[config.mk]
export PLATFORM = sky130hd
export DESIGN_NAME = serial_port_demux_flat
export DESIGN_NICKNAME = d
export VERILOG_FILES = /design/src/rtl/serial_port_demux_pkg.sv /design/src/rtl/serial_port_demux_if.sv /design/src/rtl/serial_port_demux_data_len_cnt.sv /design/src/rtl/serial_port_demux.sv /design/src/flat_wrapper.sv
export SDC_FILE = /design/constraint.sdc
export NUM_CORES = 1
export LEC_CHECK = 0
export CAP_MARGIN = 40
export CORE_ASPECT_RATIO = 0.6
export CORE_MARGIN = 4
export CORE_UTILIZATION = 46
export DETAILED_ROUTE_END_ITERATION = 8
export PLACE_DENSITY = 0.7
export SYNTH_ARGS = -nofsm -noshare
export SYNTH_HDL_FRONTEND = slang
export SYNTH_SLANG_ARGS = --single-unit
[constraint.sdc]
create_clock -name clk -period 3.2 [get_ports clk]
set_clock_uncertainty 0.15 [all_clocks]
set_input_delay 0.64 -clock clk [delete_from_list [all_inputs] [get_ports clk]]
set_output_delay 0.64 -clock clk [all_outputs]
set_load 0.02 [all_outputs]
[src/rtl/serial_port_demux_pkg.sv]
// Shared definitions for the serial frame demultiplexer: FSM encodings,
// framing constants and a width helper.
package serial_demux_pkg;

    typedef enum logic [1:0] {
        IDLE = 2'd0,
        PORT = 2'd1,
        LEN  = 2'd2,
        DATA = 2'd3
    } state_t;

    localparam logic START_BIT = 1'b0;

    function automatic int unsigned max_w(input int unsigned a, input int unsigned b);
        return (a > b) ? a : b;
    endfunction

endpackage

[src/rtl/serial_port_demux_if.sv]
// Serial input and per-port output bundle of serial_port_demux.
// The slave side belongs to the demux; the master side drives the serial pin.
interface serial_port_demux_if #(
    parameter int NUM_PORTS = 4,
    parameter int LEN_W     = 4
) ();

    logic                 clkEn;
    logic                 serIn;
    logic [NUM_PORTS-1:0] port_data;
    logic [NUM_PORTS-1:0] port_valid;
    logic [LEN_W-1:0]     remaining;
    logic                 busy;
    logic                 done;
    logic                 err;

    modport master (
        output clkEn, serIn,
        input  port_data, port_valid, remaining, busy, done, err
    );

    modport slave (
        input  clkEn, serIn,
        output port_data, port_valid, remaining, busy, done, err
    );

endinterface

[src/rtl/serial_port_demux_data_len_cnt.sv]
// Loadable down-counter tracking the data bits still to transfer in a frame.
module data_len_cnt #(
    parameter int LEN_W = 4
) (
    input  logic             clk,
    input  logic             rst,
    input  logic             ld,
    input  logic             en,
    input  logic [LEN_W-1:0] din,
    output logic [LEN_W-1:0] count,
    output logic             zero,
    output logic             last
);

    always_ff @(posedge clk or negedge rst) begin
        if (!rst) begin
            count <= '0;
        end else if (ld) begin
            count <= din;
        end else if (en && !zero) begin
            count <= count - LEN_W'(1);
        end
    end

    assign zero = (count == '0);
    assign last = (count == LEN_W'(1));

endmodule

[src/rtl/serial_port_demux.sv]
// Serial frame demultiplexer: start bit, port field, length field, then
// data bits routed to one of NUM_PORTS outputs with registered strobes.
module serial_port_demux
    import serial_demux_pkg::*;
#(
    parameter int NUM_PORTS = 4,
    parameter int LEN_W     = 4
) (
    input logic                clk,
    input logic                rst,
    serial_port_demux_if.slave bus
);

    localparam int PORT_W = $clog2(NUM_PORTS);
    localparam int CNT_W  = int'(max_w(PORT_W, LEN_W));

    state_t               state_q, state_d;
    logic [CNT_W-1:0]     cnt_q, cnt_d;
    logic [PORT_W-1:0]    port_q, port_d, port_shift;
    logic [LEN_W-1:0]     len_q, len_d, len_shift;
    logic                 port_ok_q, port_ok_d;
    logic [NUM_PORTS-1:0] data_q, data_d;
    logic [NUM_PORTS-1:0] valid_q, valid_d;
    logic                 done_q, done_d;
    logic                 err_q, err_d;
    logic                 cnt_ld, cnt_en;
    logic [LEN_W-1:0]     rem;
    logic                 rem_zero, rem_last;

    data_len_cnt #(.LEN_W(LEN_W)) u_len_cnt (
        .clk   (clk),
        .rst   (rst),
        .ld    (cnt_ld),
        .en    (cnt_en),
        .din   (len_shift),
        .count (rem),
        .zero  (rem_zero),
        .last  (rem_last)
    );

    // Shift views include the bit sampled this edge, so field decisions and
    // the length load see the fully assembled value on the last field edge.
    assign port_shift = PORT_W'({port_q, bus.serIn});
    assign len_shift  = LEN_W'({len_q, bus.serIn});

    always_comb begin
        state_d   = state_q;
        cnt_d     = cnt_q;
        port_d    = port_q;
        len_d     = len_q;
        port_ok_d = port_ok_q;
        data_d    = data_q;
        valid_d   = '0;
        done_d    = 1'b0;
        err_d     = 1'b0;
        cnt_ld    = 1'b0;
        cnt_en    = 1'b0;
        if (bus.clkEn) begin
            unique case (state_q)
                IDLE: begin
                    if (bus.serIn == START_BIT) begin
                        state_d = PORT;
                        cnt_d   = '0;
                    end
                end
                PORT: begin
                    port_d = port_shift;
                    if (cnt_q == CNT_W'(PORT_W - 1)) begin
                        state_d   = LEN;
                        cnt_d     = '0;
                        port_ok_d = (32'(port_shift) < 32'(NUM_PORTS));
                        err_d     = !port_ok_d;
                    end else begin
                        cnt_d = cnt_q + CNT_W'(1);
                    end
                end
                LEN: begin
                    len_d = len_shift;
                    if (cnt_q == CNT_W'(LEN_W - 1)) begin
                        cnt_d = '0;
                        if (len_shift != '0) begin
                            state_d = DATA;
                            cnt_ld  = 1'b1;
                        end else begin
                            state_d = IDLE;
                            done_d  = 1'b1;
                        end
                    end else begin
                        cnt_d = cnt_q + CNT_W'(1);
                    end
                end
                DATA: begin
                    cnt_en = !rem_zero;
                    for (int unsigned i = 0; i < NUM_PORTS; i++) begin
                        if (port_ok_q && port_q == PORT_W'(i)) begin
                            data_d[i]  = bus.serIn;
                            valid_d[i] = 1'b1;
                        end
                    end
                    if (rem_last || rem_zero) begin
                        state_d = IDLE;
                        done_d  = 1'b1;
                    end
                end
                default: state_d = IDLE;
            endcase
        end
    end

    always_ff @(posedge clk or negedge rst) begin
        if (!rst) begin
            state_q   <= IDLE;
            cnt_q     <= '0;
            port_q    <= '0;
            len_q     <= '0;
            port_ok_q <= 1'b0;
            data_q    <= '0;
            valid_q   <= '0;
            done_q    <= 1'b0;
            err_q     <= 1'b0;
        end else begin
            state_q   <= state_d;
            cnt_q     <= cnt_d;
            port_q    <= port_d;
            len_q     <= len_d;
            port_ok_q <= port_ok_d;
            data_q    <= data_d;
            valid_q   <= valid_d;
            done_q    <= done_d;
            err_q     <= err_d;
        end
    end

    assign bus.port_data  = data_q;
    assign bus.port_valid = valid_q;
    assign bus.remaining  = rem;
    assign bus.busy       = (state_q != IDLE);
    assign bus.done       = done_q;
    assign bus.err        = err_q;

endmodule

[src/flat_wrapper.sv]
// flat-port wrapper written by rule: the top's interface ports become plain ports
module serial_port_demux_flat import serial_demux_pkg::*;
#(
    parameter int NUM_PORTS = 4,
    parameter int LEN_W     = 4
)
  (clk, rst, bus_clkEn, bus_serIn, bus_port_data, bus_port_valid, bus_remaining, bus_busy, bus_done, bus_err);
  serial_port_demux_if #(.NUM_PORTS(NUM_PORTS), .LEN_W(LEN_W)) bus_i ();
  input logic clk;
  input logic rst;
  input wire logic [$bits(bus_i.clkEn)-1:0] bus_clkEn;
  input wire logic [$bits(bus_i.serIn)-1:0] bus_serIn;
  output wire logic [$bits(bus_i.port_data)-1:0] bus_port_data;
  output wire logic [$bits(bus_i.port_valid)-1:0] bus_port_valid;
  output wire logic [$bits(bus_i.remaining)-1:0] bus_remaining;
  output wire logic [$bits(bus_i.busy)-1:0] bus_busy;
  output wire logic [$bits(bus_i.done)-1:0] bus_done;
  output wire logic [$bits(bus_i.err)-1:0] bus_err;
  assign bus_i.clkEn = bus_clkEn;
  assign bus_i.serIn = bus_serIn;
  assign bus_port_data = bus_i.port_data;
  assign bus_port_valid = bus_i.port_valid;
  assign bus_remaining = bus_i.remaining;
  assign bus_busy = bus_i.busy;
  assign bus_done = bus_i.done;
  assign bus_err = bus_i.err;
  serial_port_demux #(.NUM_PORTS(NUM_PORTS), .LEN_W(LEN_W)) u_core (.clk(clk), .rst(rst), .bus(bus_i));
endmodule
# Word level (Yosys, flattened, before mapping)
# Index checks and enable logic that the tools add are counted.
op_classes:
  n_addsub: 2
  eq_ne: 13
  muxes: 29
  n_reduce_logical: 23
ops:
  columns: ["operator", "count"]
  rows:
  - ["2-to-1 mux 4 bit", 7]
  - ["AND reduction 3 bit", 6]
  - ["2-to-1 mux 1 bit", 14]
  - ["case mux 4 bit (3 select lines)", 1]
  - ["2-to-1 mux 2 bit", 5]
  - ["== test 2 bit (second input constant)", 4]
  - ["== test 4 x 1 -> 1 bit (second input constant)", 2]
  - ["case mux 2 bit (4 select lines)", 1]
  - ["!= test 2 x 1 -> 1 bit (second input constant)", 3]
  - ["logical AND 1 bit", 5]
  - ["AND reduction 5 bit", 1]
  - ["adder 4 x 1 -> 4 bit (second input constant)", 1]
  - ["== test 2 x 1 -> 1 bit (second input constant)", 2]
  - ["== test 4 x 2 -> 1 bit (second input constant)", 1]
  - ["zero test 2 bit", 2]
  - ["zero test 4 bit", 1]
  - ["AND reduction 2 bit", 2]
  - ["nonzero test 2 bit", 2]
  - ["nonzero test 4 bit", 1]
  - ["subtractor 4 x 1 -> 4 bit (second input constant)", 1]
  - ["nonzero test 3 bit", 1]
  - ["!= test 2 bit (second input constant)", 1]
  - ["case mux 1 bit (2 select lines)", 1]
  - ["zero test 1 bit", 1]
  - ["logical OR 1 bit", 1]
word_totals:
  ff_bits: 25

# Depth between registers and ports, before layout
# Gate-level depths: netlist of run 1.
logic_depth:
  word_depth: 7
  depth_mapped: 6

# By module
# Synthesis of run 1 repeated with hierarchy kept, for this count alone.
unflattened:
  cells_unflattened: 120
  area_unflattened_um2: 1300.0
modules_own_cells:
  columns: ["mod", "instances", "cells_per_inst", "area_each_um2", "seq_area_each_um2"]
  rows:
  - ["serial_port_demux", 1, 90, 1033.5, 525.5]
  - ["data_len_cnt", 1, 30, 266.5, 100.1]

# Least setup slack after synthesis of run 1
# Ideal clock, no wire load.
synth_timing:
  path_type: "input port to flip-flop"
  from: "in bus_serIn"
  to: "reg u_core.u_len_cnt.count[1]"
  setup_ns: 0.125
  arrival_time_ns: 1.613
  t_required_ns: 2.925
  path_slack_ns: 1.312
  cell_stages: 3
  n_path_buf: 0
  cell_sequence: "or4_4 and2_4 mux2_4"
synth_via:
  elab_chain_cells: 6
  word_cells_on_any_way: 7
synth_lines:
  columns: ["item", "line", "text"]
  rows:
  - ["start, declared", "flat_wrapper.sv:12", "input wire logic [$bits(bus_i.serIn)-1:0] bus_serIn;"]
  - ["nonzero test 4 bit (*)", "serial_port_demux.sv:81", "if (len_shift != '0) begin"]
  - ["2-to-1 mux 1 bit (*)", "serial_port_demux.sv:81", null]
  - ["2-to-1 mux 1 bit (*)", "serial_port_demux.sv:79", "if (cnt_q == CNT_W'(LEN_W - 1)) begin"]
  - ["2-to-1 mux 1 bit (*)", "serial_port_demux.sv:59", "unique case (state_q)"]
  - ["2-to-1 mux 1 bit (*)", "serial_port_demux.sv:58", "if (bus.clkEn) begin"]
  - ["2-to-1 mux 4 bit / nonzero test 2 bit (equally long branches)", null, null]
  - ["end signal, assigned", "serial_port_demux_data_len_cnt.sv:19", "count <= din;"]
  - ["end signal, assigned", "serial_port_demux_data_len_cnt.sv:21", "count <= count - LEN_W'(1);"]
  - ["end, declared", "serial_port_demux_data_len_cnt.sv:10", "output logic [LEN_W-1:0] count,"]
# Every way passes the cells marked *; elsewhere a longest branch is shown, timed or not.
# A chain may end at the register's enable or synchronous reset.

# Worst setup path in the final report of run 1
layout_timing:
  from: "reg u_core.state_q[1]"
  to: "out bus_busy"
layout_via:
  elab_chain_cells: 1
layout_lines:
  columns: ["item", "line", "text"]
  rows:
  - ["start, declared", "serial_port_demux.sv:17", "state_t state_q, state_d;"]
  - ["start signal, assigned", "serial_port_demux.sv:122", "state_q <= state_d;"]
  - ["nonzero test 2 bit", "serial_port_demux.sv:137", "assign bus.busy = (state_q != IDLE);"]
  - ["end, declared", "flat_wrapper.sv:16", "output wire logic [$bits(bus_i.busy)-1:0] bus_busy;"]
# Every way passes these cells.

==> out/results.txt, run 1 <==
clock latency at the later pin of the worst-skew pair: 270 ps
Post-Syn Nets: 127
cell type of the slowest stage on the worst timing path: sky130_fd_sc_hd__clkdlybuf4s50_1
worst setup path endpoint: bus_busy
share of Yosys cell area claimed by the top area cell type: 50.5%
Min Hold Slack: 359 ps
cell type contributing the most total cell area after synthesis: sky130_fd_sc_hd__dfrtp_1
pin count of the biggest net entering global routing: 26
clock slew seen by the registers of the worst setup and hold paths: 90 ps
EDFF count, synth: 0
path category of the worst min-delay check: flip-flop to flip-flop
number of warnings issued by yosys: 0
ratio of final minimum period to clock period: 77.5%
initial antenna violation count: 0
maximum resistive drop on vdd: 398 uV
standard-cell row count: 14
areal power density over the cells: 893 mW/mm2
max-capacitance violation count: 0
fraction of layout instances using a drive strength above 1: 11.9%
biggest cell delay along the critical path: 590 ps
H-tree levels: 1
I/O pin total: 19
synthesis-to-finish area growth: 20.6%
data arrival time of the critical path: 1690 ps
leading cell types by total area after synthesis: sky130_fd_sc_hd__dfrtp_1, sky130_fd_sc_hd__ha_1, sky130_fd_sc_hd__mux2_2
number of buffers created by CTS: 3
synth cell count leaders: sky130_fd_sc_hd__dfrtp_1, sky130_fd_sc_hd__nand2_1, sky130_fd_sc_hd__inv_1
pins over their slew limit: 0
final antenna diode count: 0
part of the power in combinational logic: 46.0%
TritonCTS clock tree: done
dominant synthesized flop cell: sky130_fd_sc_hd__dfrtp_1
floorplan die area: 0.00362 mm2
clock group share of total power: 13.9%
buffer type at the clock tree root: sky130_fd_sc_hd__clkbuf_8
number of instances in the synthesized netlist: 114
worst-case register-to-register setup slack: 1180 ps
reg2reg path depth: 5
post-CTS setup buffers: 0
async set-reset flop share out of synthesis: 100%
reg-to-reg endpoint: u_core.u_len_cnt.count[1]
capturing element type of the critical path: output port
launch point of the worst reg-to-reg path: u_core.cnt_q[0]
first-pass GRT wire length: 3860 um
net count reported at finish: 149
vias after detailed routing: 893
DRC violations left: 0
CTS sink cnt: 25
number of cells upsized or downsized after cts: 0
routed len/inst: 14.5 um
fmax: 403 MHz
number of port buffers: 17
Starting Density: 48.8%
type of origin of the critical path: flip-flop
Remaining Overflow, GRT: 0
WL final: 2420 um
vias per cell: 5.35
GRT Overall Usage: 14.4%
WP data required: 2410 ps
Internal: 0.806 mW
Most Frequent Cell on Critical Path: sky130_fd_sc_hd__inv_1
summed instance area of the synthesized netlist: 0.00124 mm2
number of violations reported at the end of detailed-routing iteration 0: 79
number of nets with antenna violations after routing: 0
worst-path maximum fanout: 5
Critical Path, Cell by Cell: inv_1, ha_1, inv_1, clkdlybuf4s50_1
hold buffers post-CTS: 0
total of endpoints with negative setup slack in the final report: 0
via count of the first global-routing pass: 860
routability congestion estimate from global placement: 0.839
RSZ-0062 raised after global routing: false
Syn Area/Cell: 10.9 um2
core occupancy in the finished layout: 58.9%
Yosys cell types: 33
hold violation count in the final report: 0
fraction of power spent switching nets: 39.6%
critical path launch point: u_core.state_q[1]
Clock Path Buffers: 2
net load switching power: 0.529 mW
most common cell in the netlist: sky130_fd_sc_hd__dfrtp_1
x dimension of the die: 75.0 um
TNS Setup: 0 ps
static leakage: 0.654 nW
die height: 48.2 um
time the final worst path needs with I/O delays and setup: 2480 ps
length of the first detailed-routing pass in iterations: 4
sequential group share of total power: 40.1%
Setup Crit Path Kind: flip-flop to output port
sequential share of the synthesized area: 50.5%
HPWL after detailed placement: 1840 um
outcome: complete, no violations
Core Area: 0.00254 mm2
synthesis-stage register bit count: 25
## registers in the layout (all words and copies together), names as in the netlist
name	count
u_core.port_ok_q	1
u_core.port_q	2
u_core.u_len_cnt.count	4
u_core.bus.port_data	4
u_core.len_q	3
u_core.state_q	2
u_core.cnt_q	4
u_core.bus.port_valid	4
u_core.bus.done	1
## layout make-up
class | count | area (um2)
inverter | 10 | 37.5
tap | 32 | 40.0
timing repair buffer | 18 | 178
sequential | 25 | 626
clock buffer | 4 | 45.0
fill | 211 | 1040
multi-input combinational | 78 | 569
## through the flow
step	power, mW	setup WS (ps)	instances	cell area, um2
floorplan	0.929	1310	114	1240
global placement	1.13	673	163	1450
detailed placement	1.15	639	163	1450
CTS	1.34	711	167	1500
global route	1.44	630	167	1500
finish	1.34	721	167	1500
## logic make-up (layout without fill, tap and decap cells)
family	count (synthesis)	in the layout	synth area share (%)
flip-flops	25	25	50.5
adder cells (fa/ha/maj)	9	9	9.08
other	1	1	0.302
AO/OA/AOI/OAI	22	22	11.2
buffers and inverters	11	32	3.63
AND/OR/NAND/NOR	33	33	13.7
XOR/XNOR	1	1	0.706
multiplexers	12	12	10.9
## critical path, delay by kind of cell (launching register included)
kind	cells	cell delay, ps
buffers and inverters	3	770
adders and majority gates	1	230
DFF	1	420
## power groups by stage
| stage | sequential (mW) | clock [mW] | combinational, mW |
|---|---|---|---|
| after floorplan | 0.576 | 0 | 0.354 |
| after global placement | 0.534 | 0 | 0.598 |
| after detailed placement | 0.542 | 0 | 0.611 |
| after CTS | 0.535 | 0.191 | 0.616 |
| after global routing | 0.555 | 0.203 | 0.677 |
| final | 0.536 | 0.185 | 0.614 |
## per-layer routing
| metal | up-vias | share of wire, % | GRT usage (%) |
|---|---|---|---|
| met4 | 0 | 0 | 1.77 |
| met3 | 0 | 3.2 | 4.53 |
| met2 | 18 | 43 | 22.0 |
| li1 | 441 | - | - |
| met1 | 434 | 54 | 20.8 |
| met5 | - | 0 | 0 |
## worst min-delay path by stage
stage / depth (start not counted) / end / slack, ps / startpoint
detailed placement: 1 / u_core.port_ok_q / 340 / u_core.port_ok_q
floorplan: 0 / u_core.bus.done / 190 / rst
CTS: 1 / u_core.port_ok_q / 360 / u_core.port_ok_q
global route: 1 / u_core.port_ok_q / 370 / u_core.port_ok_q
finish: 1 / u_core.port_ok_q / 360 / u_core.port_ok_q
global placement: 1 / u_core.port_ok_q / 320 / u_core.port_ok_q
## placed cells by master, fill, tap and decap left out, types with 2 or more instances in the layout
master and count:
sky130_fd_sc_hd__a21oi_1 4, sky130_fd_sc_hd__clkbuf_8 3, sky130_fd_sc_hd__clkdlybuf4s50_1 17, sky130_fd_sc_hd__dfrtp_1 25, sky130_fd_sc_hd__ha_1 9, sky130_fd_sc_hd__inv_1 10, sky130_fd_sc_hd__mux2_2 8, sky130_fd_sc_hd__mux2i_1 3
sky130_fd_sc_hd__nand2_1 13, sky130_fd_sc_hd__nand3_1 4, sky130_fd_sc_hd__nor2_1 3, sky130_fd_sc_hd__nor3_1 4, sky130_fd_sc_hd__o21ai_0 8, sky130_fd_sc_hd__or3b_1 2
Note: power is estimated with default switching activity, not from simulation.
==> run 2, diff against run 1 <==
- PLACE_DENSITY: 0.7 -> 0.72
- clock period: 3.2 -> 2.2 ns (I/O delays scaled with it)
==> run 2 against run 1 <==
Combinational power grew 50%. Routed wire length grew 11%. Global-route usage grew 1.7 points. Utilization grew 1.4 points. Sequential share of layout area shrank 0.99 points. Total power grew 49%. Non-clock buffer count grew 5. Register-to-register slack lost 1000 ps. Critical path type is now flip-flop to flip-flop. Critical endpoint is now u_core.u_len_cnt.count[1].
==> out/results.txt, run 2 (same netlist as run 1, synthesis figures left out) <==
routability congestion estimate from global placement: 0.782 (-6.8%)
data arrival time of the critical path: 2080 ps (+390 ps)
Remaining Overflow, GRT: 0 (unchanged)
die height: 48.2 um (unchanged)
Starting Density: 48.8% (unchanged)
ratio of final minimum period to clock period: 94.0%
pins over their slew limit: 0 (unchanged)
biggest cell delay along the critical path: 450 ps (-140 ps)
fraction of power spent switching nets: 40.3% (+0.65 points)
WP data required: 2210 ps (-200 ps)
clock latency at the later pin of the worst-skew pair: 270 ps (about the same)
floorplan die area: 0.00362 mm2 (unchanged)
vias per cell: 5.58 (+4.3%)
Multi-input gate area: 569 um2 (unchanged)
hold violation count in the final report: 0 (unchanged)
Slew headroom: 67.1%
clock group share of total power: 14.0% (about the same)
DRC violations left: 0 (unchanged)
synthesis-to-finish area growth: 23.5%
first-pass GRT wire length: 4130 um (+6.8%)
outcome: complete, no violations
reg-to-reg endpoint: u_core.u_len_cnt.count[1]
areal power density over the cells: 1300 mW/mm2 (+45%)
via count of the first global-routing pass: 881 (+2.4%)
time the final worst path needs with I/O delays and setup: 2070 ps
HPWL after detailed placement: 2060 um (+12%)
reg2reg path depth: 5 (unchanged)
total power: 1.98 mW (+49%)
hold-critical path endpoint: u_core.port_ok_q
WL final: 2700 um (+11%)
number of placed instances with taps included: 168 (+3.1%)
type of origin of the critical path: flip-flop
standard-cell row count: 14 (unchanged)
part of the power in combinational logic: 46.5% (+0.5 points)
cell depth of the worst min-delay path: 1 (unchanged)
initial antenna violation count: 0 (unchanged)
most frequent cells in the layout: sky130_fd_sc_hd__dfrtp_1, sky130_fd_sc_hd__clkdlybuf4s50_1, sky130_fd_sc_hd__nand2_1
capturing element type of the critical path: flip-flop
worst path bufs/invs: 0 (-3)
launch point of the worst reg-to-reg path: u_core.cnt_q[0]
post-CTS setup buffers: 0 (unchanged)
number of nets with antenna violations after routing: 0 (unchanged)
path category of the worst min-delay check: flip-flop to flip-flop
FILL cells: 213 (+0.95%)
clock slew seen by the registers of the worst setup and hold paths: 90 ps (about the same)
net count reported at finish: 154 (+3.4%)
maximum resistive drop on vdd: 725 uV (+82%)
fmax: 483 MHz
number of cells in the finished layout apart from fillers: 172 (+3.0%)
H-tree levels: 1 (unchanged)
net load switching power: 0.799 mW (+51%)
total of endpoints with negative setup slack in the final report: 0 (unchanged)
x dimension of the die: 75.0 um (unchanged)
vias after detailed routing: 959 (+7.4%)
fraction of layout instances using a drive strength above 1: 15.0% (+3.1 points)
I/O pin total: 19 (unchanged)
Setup Crit Path Kind: flip-flop to flip-flop
static leakage: 0.677 nW (+3.6%)
kind of cell with the highest combined delay on the critical path: simple AND/OR/NAND/NOR gates
number of port buffers: 17 (unchanged)
number of violations reported at the end of detailed-routing iteration 0: 52 (-34%)
GRT Overall Usage: 16.1% (+1.7 points)
worst-path maximum fanout: 5 (unchanged)
Final Worst Setup Slack: 132 ps (-590 ps)
length of the first detailed-routing pass in iterations: 4 (unchanged)
sequential group share of total power: 39.5% (-0.6 points)
hold_sp: u_core.port_ok_q
TNS Setup: 0 ps (unchanged)
max-capacitance violation count: 0 (unchanged)
pin count of the biggest net entering global routing: 26 (unchanged)
CTS sink cnt: 25 (unchanged)
routed len/inst: 15.7 um (+8.1%)
buffer type at the clock tree root: sky130_fd_sc_hd__clkbuf_8
Internal: 1.19 mW (+47%)
final antenna diode count: 0 (unchanged)
placement-stage worst setup slack: 10.6 ps (-629 ps)
cell type of the slowest stage on the worst timing path: sky130_fd_sc_hd__or3b_1
worst-case register-to-register setup slack: 130 ps (-1050 ps)
RSZ-0062 raised after global routing: false
Clock Path Buffers: 2 (unchanged)
number of buffers created by CTS: 3 (unchanged)
area taken by flip-flops and latches: 626 um2 (unchanged)
Core Area: 0.00254 mm2 (unchanged)
TritonCTS clock tree: done
slew at the pin closest to its max-slew limit: 488 ps
Critical Path, Cell by Cell: ha_1, or3b_1, nor2_2, and2_4, mux2_4
most common cell after layout, fill and taps aside: sky130_fd_sc_hd__dfrtp_1
## run 2: changes by cell type in the layout (fill, tap and decap cells not counted), sizes merged
| cell | change |
|---|---|
| clkdlybuf4s50 | -1 |
| buf | +5 |
| dlygate4sd2 | +1 |
## run 2: worst max-delay path by stage
stage | endpoint | depth (start not counted) | slack (ps) | start
2_1_floorplan | u_core.u_len_cnt.count[1] | 5 | 340 | u_core.cnt_q[0]
3_3_place_gp | u_core.u_len_cnt.count[1] | 4 | 30 | bus_serIn
3_5_place_dp | u_core.u_len_cnt.count[1] | 4 | 10 | bus_serIn
4_1_cts | u_core.u_len_cnt.count[1] | 5 | 150 | u_core.cnt_q[0]
5_1_grt | u_core.u_len_cnt.count[1] | 5 | 50 | u_core.cnt_q[0]
6_report | u_core.u_len_cnt.count[1] | 5 | 130 | u_core.cnt_q[0]
## run 2: power groups by stage
stage | Clock (mW) | Combinational (mW) | Sequential (mW)
after floorplan | 0 | 0.515 | 0.837
after global placement | 0 | 0.888 | 0.779
after detailed placement | 0 | 0.932 | 0.790
after CTS | 0.280 | 0.931 | 0.782
after global routing | 0.297 | 1.01 | 0.807
final | 0.277 | 0.923 | 0.785
## run 2: stage by stage
step / util [%] / instance area (um2) / hold slack, ps
final: 60.3 / 1530 / 361
after global routing: 60.3 / 1530 / 388
after CTS: 60.3 / 1530 / 363
after detailed placement: 58.6 / 1490 / 343
after global placement: 58.6 / 1490 / 333
after floorplan: - / 1240 / -5.59
## run 2: area by class of cell
cell class,count,share of cell area (%)
Sequential cell,25,40.8
Tap cell,32,2.61
Multi-Input combinational cell,78,37.2
Inverter,10,2.45
Clock buffer,4,2.94
Timing Repair Buffer,23,14.0
## run 2: routing by layer
layer  track usage (%)  part of all wire [%]  up-vias
li1                  -                     -      455
met1              21.4                    47      483
met2              25.8                    48       17
met3              4.32                   3.7        4
met4              5.67                   1.3        0
met5                 0                     0        -
## run 2: timing repair
item,4_1_cts,5_1_grt
hold endpoints to repair,0,0
resized for setup,1,0
endpoints found under the setup margin,1,0
hold buffers,0,0
==> run 3, diff against run 2 <==
- clock period: 2.2 -> 1.7 ns (I/O delays scaled with it)
==> run 3 against run 2 <==
The flow now finishes with violations (negative setup slack). Global-route usage increased by 1.2 points. Sequential power rose by 27%. Total power grew 50%. Clock power is 24% higher. Utilization rose by 11 points. First-iteration DRC count down 13%. Sequential cell count is the same. Hold slack lost 84 ps. Final cell count rose by 12%. Routed wire length increased by 4.7%. Non-clock buffer count rose by 21. Fmax increased by 10%. Critical path type unchanged.
==> out/results.txt, run 3 (same netlist as run 1, synthesis figures left out) <==
outcome: finished with violations
violated checks: negative setup slack
Min Hold Slack: 277 ps (-84.2 ps)
max-capacitance violation count: 0 (unchanged)
number of violations reported at the end of detailed-routing iteration 0: 45 (-13%)
hold buffers post-CTS: 0 (unchanged)
final antenna diode count: 0 (unchanged)
Final Worst Setup Slack: -177 ps (-309 ps)
WL final: 2830 um (+4.7%)
areal power density over the cells: 1650 mW/mm2 (+27%)
Clock Path Buffers: 2 (unchanged)
HPWL after detailed placement: 2070 um (about the same)
pins over their slew limit: 0 (unchanged)
DRC violations left: 0 (unchanged)
TritonCTS clock tree: done
path category of the worst min-delay check: input pin to async pin
clock latency at the later pin of the worst-skew pair: 260 ps (about the same)
first-pass GRT wire length: 4610 um (+12%)
fraction of power spent switching nets: 41.0% (+0.69 points)
length of the first detailed-routing pass in iterations: 4 (unchanged)
net load switching power: 1.22 mW (+52%)
number of port buffers: 17 (unchanged)
vias per cell: 5.19 (-6.9%)
number of buffers created by CTS: 3 (unchanged)
part of the power in combinational logic: 54.7% (+8.2 points)
standard-cell row count: 14 (unchanged)
slew at the pin closest to its max-slew limit: 543 ps (+55.3 ps)
number of placed instances with taps included: 187 (+11%)
Starting Density: 48.8% (unchanged)
worst-path maximum fanout: 4 (-1)
RSZ-0062 raised after global routing: true
die height: 48.2 um (unchanged)
initial antenna violation count: 0 (unchanged)
vias after detailed routing: 1,002 (+4.5%)
ratio of final minimum period to clock period: 110% (+16 points)
reg2reg path depth: 5 (unchanged)
hold violation count in the final report: 0 (unchanged)
maximum resistive drop on vdd: 825 uV (+14%)
routability congestion estimate from global placement: 0.734 (-6.1%)
capturing element type of the critical path: flip-flop
synthesis-to-finish area growth: 45.2%
H-tree levels: 1 (unchanged)
total of endpoints with negative setup slack in the final report: 8 (+8)
CTS sink cnt: 25 (unchanged)
launch point of the worst reg-to-reg path: u_core.cnt_q[0]
Post-Place Cell Area: 0.00164 mm2 (+10%)
type of origin of the critical path: flip-flop
cell area after layout: 0.00180 mm2 (+18%)
Core Area: 0.00254 mm2 (unchanged)
worst-case register-to-register setup slack: -180 ps (-310 ps)
clock slew seen by the registers of the worst setup and hold paths: 80 ps (about the same)
pin count of the biggest net entering global routing: 26 (unchanged)
clock group share of total power: 11.6% (-2.4 points)
most common cell after layout, fill and taps aside: sky130_fd_sc_hd__buf_4
fmax: 533 MHz (+10%)
routed len/inst: 14.7 um (-6.7%)
reg-to-reg endpoint: u_core.state_q[0]
floorplan die area: 0.00362 mm2 (unchanged)
x dimension of the die: 75.0 um (unchanged)
via count of the first global-routing pass: 1,008 (+14%)
number of nets with antenna violations after routing: 0 (unchanged)
I/O pin total: 19 (unchanged)
data arrival time of the critical path: 1910 ps (-170 ps)
Setup Crit Path Kind: flip-flop to flip-flop
most frequent cells in the layout: sky130_fd_sc_hd__buf_4, sky130_fd_sc_hd__dfrtp_1, sky130_fd_sc_hd__nand2_1
Internal: 1.75 mW (+48%)
fraction of layout instances using a drive strength above 1: 38.5% (+24 points)
net count reported at finish: 175 (+14%)
Remaining Overflow, GRT: 0 (unchanged)
WP data required: 1740 ps (-470 ps)
Slew headroom: 63.4% (-3.7 points)
static leakage: 0.921 nW (+36%)
placement-stage worst setup slack: -335 ps (-346 ps)
GRT Overall Usage: 17.3% (+1.2 points)
number of cells in the finished layout apart from fillers: 193 (+12%)
time the final worst path needs with I/O delays and setup: 1880 ps (-191 ps)
sequential group share of total power: 33.7% (-5.8 points)
buffer type at the clock tree root: sky130_fd_sc_hd__clkbuf_8
## run 3: cell types whose count changed in the layout (fill, tap and decap cells not counted), moves of 3 or more
| cell | delta |
|---|---|
| sky130_fd_sc_hd__buf_4 | +21 |
| sky130_fd_sc_hd__clkdlybuf4s50_1 | -14 |
| sky130_fd_sc_hd__dlygate4sd2_1 | +8 |
| sky130_fd_sc_hd__dlymetal6s2s_1 | +5 |
| sky130_fd_sc_hd__nand2_1 | -3 |
| sky130_fd_sc_hd__nand2_2 | +3 |
| sky130_fd_sc_hd__nor3_1 | -4 |
| sky130_fd_sc_hd__nor3_4 | +4 |
## run 3: how the worst max path moves through the flow
stage                    startpoint                         to  slack (ps)  cells after the start
finish              u_core.cnt_q[0]          u_core.state_q[0]        -180                      5
global route        u_core.cnt_q[0]          u_core.state_q[0]        -260                      5
global placement          bus_serIn  u_core.u_len_cnt.count[1]        -320                      4
CTS                 u_core.cnt_q[0]          u_core.state_q[0]        -170                      5
floorplan           u_core.cnt_q[0]  u_core.u_len_cnt.count[1]         -90                      5
detailed placement        bus_serIn  u_core.u_len_cnt.count[1]        -340                      4
## run 3: power by group through the flow
stage / logic (mW) / clock network (mW) / registers [mW]
after floorplan: 0.671 / 0 / 1.08
after CTS: 1.52 / 0.351 / 0.976
final: 1.62 / 0.343 / 1.00
after detailed placement: 1.49 / 0 / 0.980
after global routing: 1.76 / 0.376 / 1.03
after global placement: 1.44 / 0 / 0.969
## run 3: layout make-up
| class | instances | area, um2 |
|---|---|---|
| clock inverters | 1 | 5.00 |
| repair buffers | 44 | 369 |
| inverters | 10 | 37.5 |
| clock buffers | 3 | 41.3 |
| fillers | 176 | 739 |
| multi-input cells | 78 | 682 |
| well taps | 32 | 40.0 |
| flip-flops and latches | 25 | 626 |
## run 3: critical path: stages, from the launching register on
cell	delay (ps)
sky130_fd_sc_hd__dfrtp_1	400
sky130_fd_sc_hd__ha_1	180
sky130_fd_sc_hd__or3b_4	420
sky130_fd_sc_hd__a22oi_2	220
sky130_fd_sc_hd__and3_4	220
sky130_fd_sc_hd__mux2i_1	200
## run 3: metal layers
metal | GRT usage (%) | routed length [um] | up-vias
met5 | 0 | 0 | -
met2 | 30.1 | 1350 | 27
met4 | 3.55 | 13 | 0
met3 | 4.53 | 191 | 4
met1 | 22.3 | 1280 | 478
li1 | - | - | 493
## run 3: repair_timing
item | in CTS | in global routing
setup buffers | 1 | 1
endpoints found under the setup margin | 23 | 22
gates resized for setup | 22 | 19
pin swaps | 1 | 1
## run 3: through the flow
step,TNS [ps],power [mW],util [%]
floorplan,-291,1.75,-
global placement,-3790,2.41,64.5
detailed placement,-4340,2.47,64.5
CTS,-783,2.85,68.0
global route,-1480,3.17,70.9
finish,-863,2.97,70.9
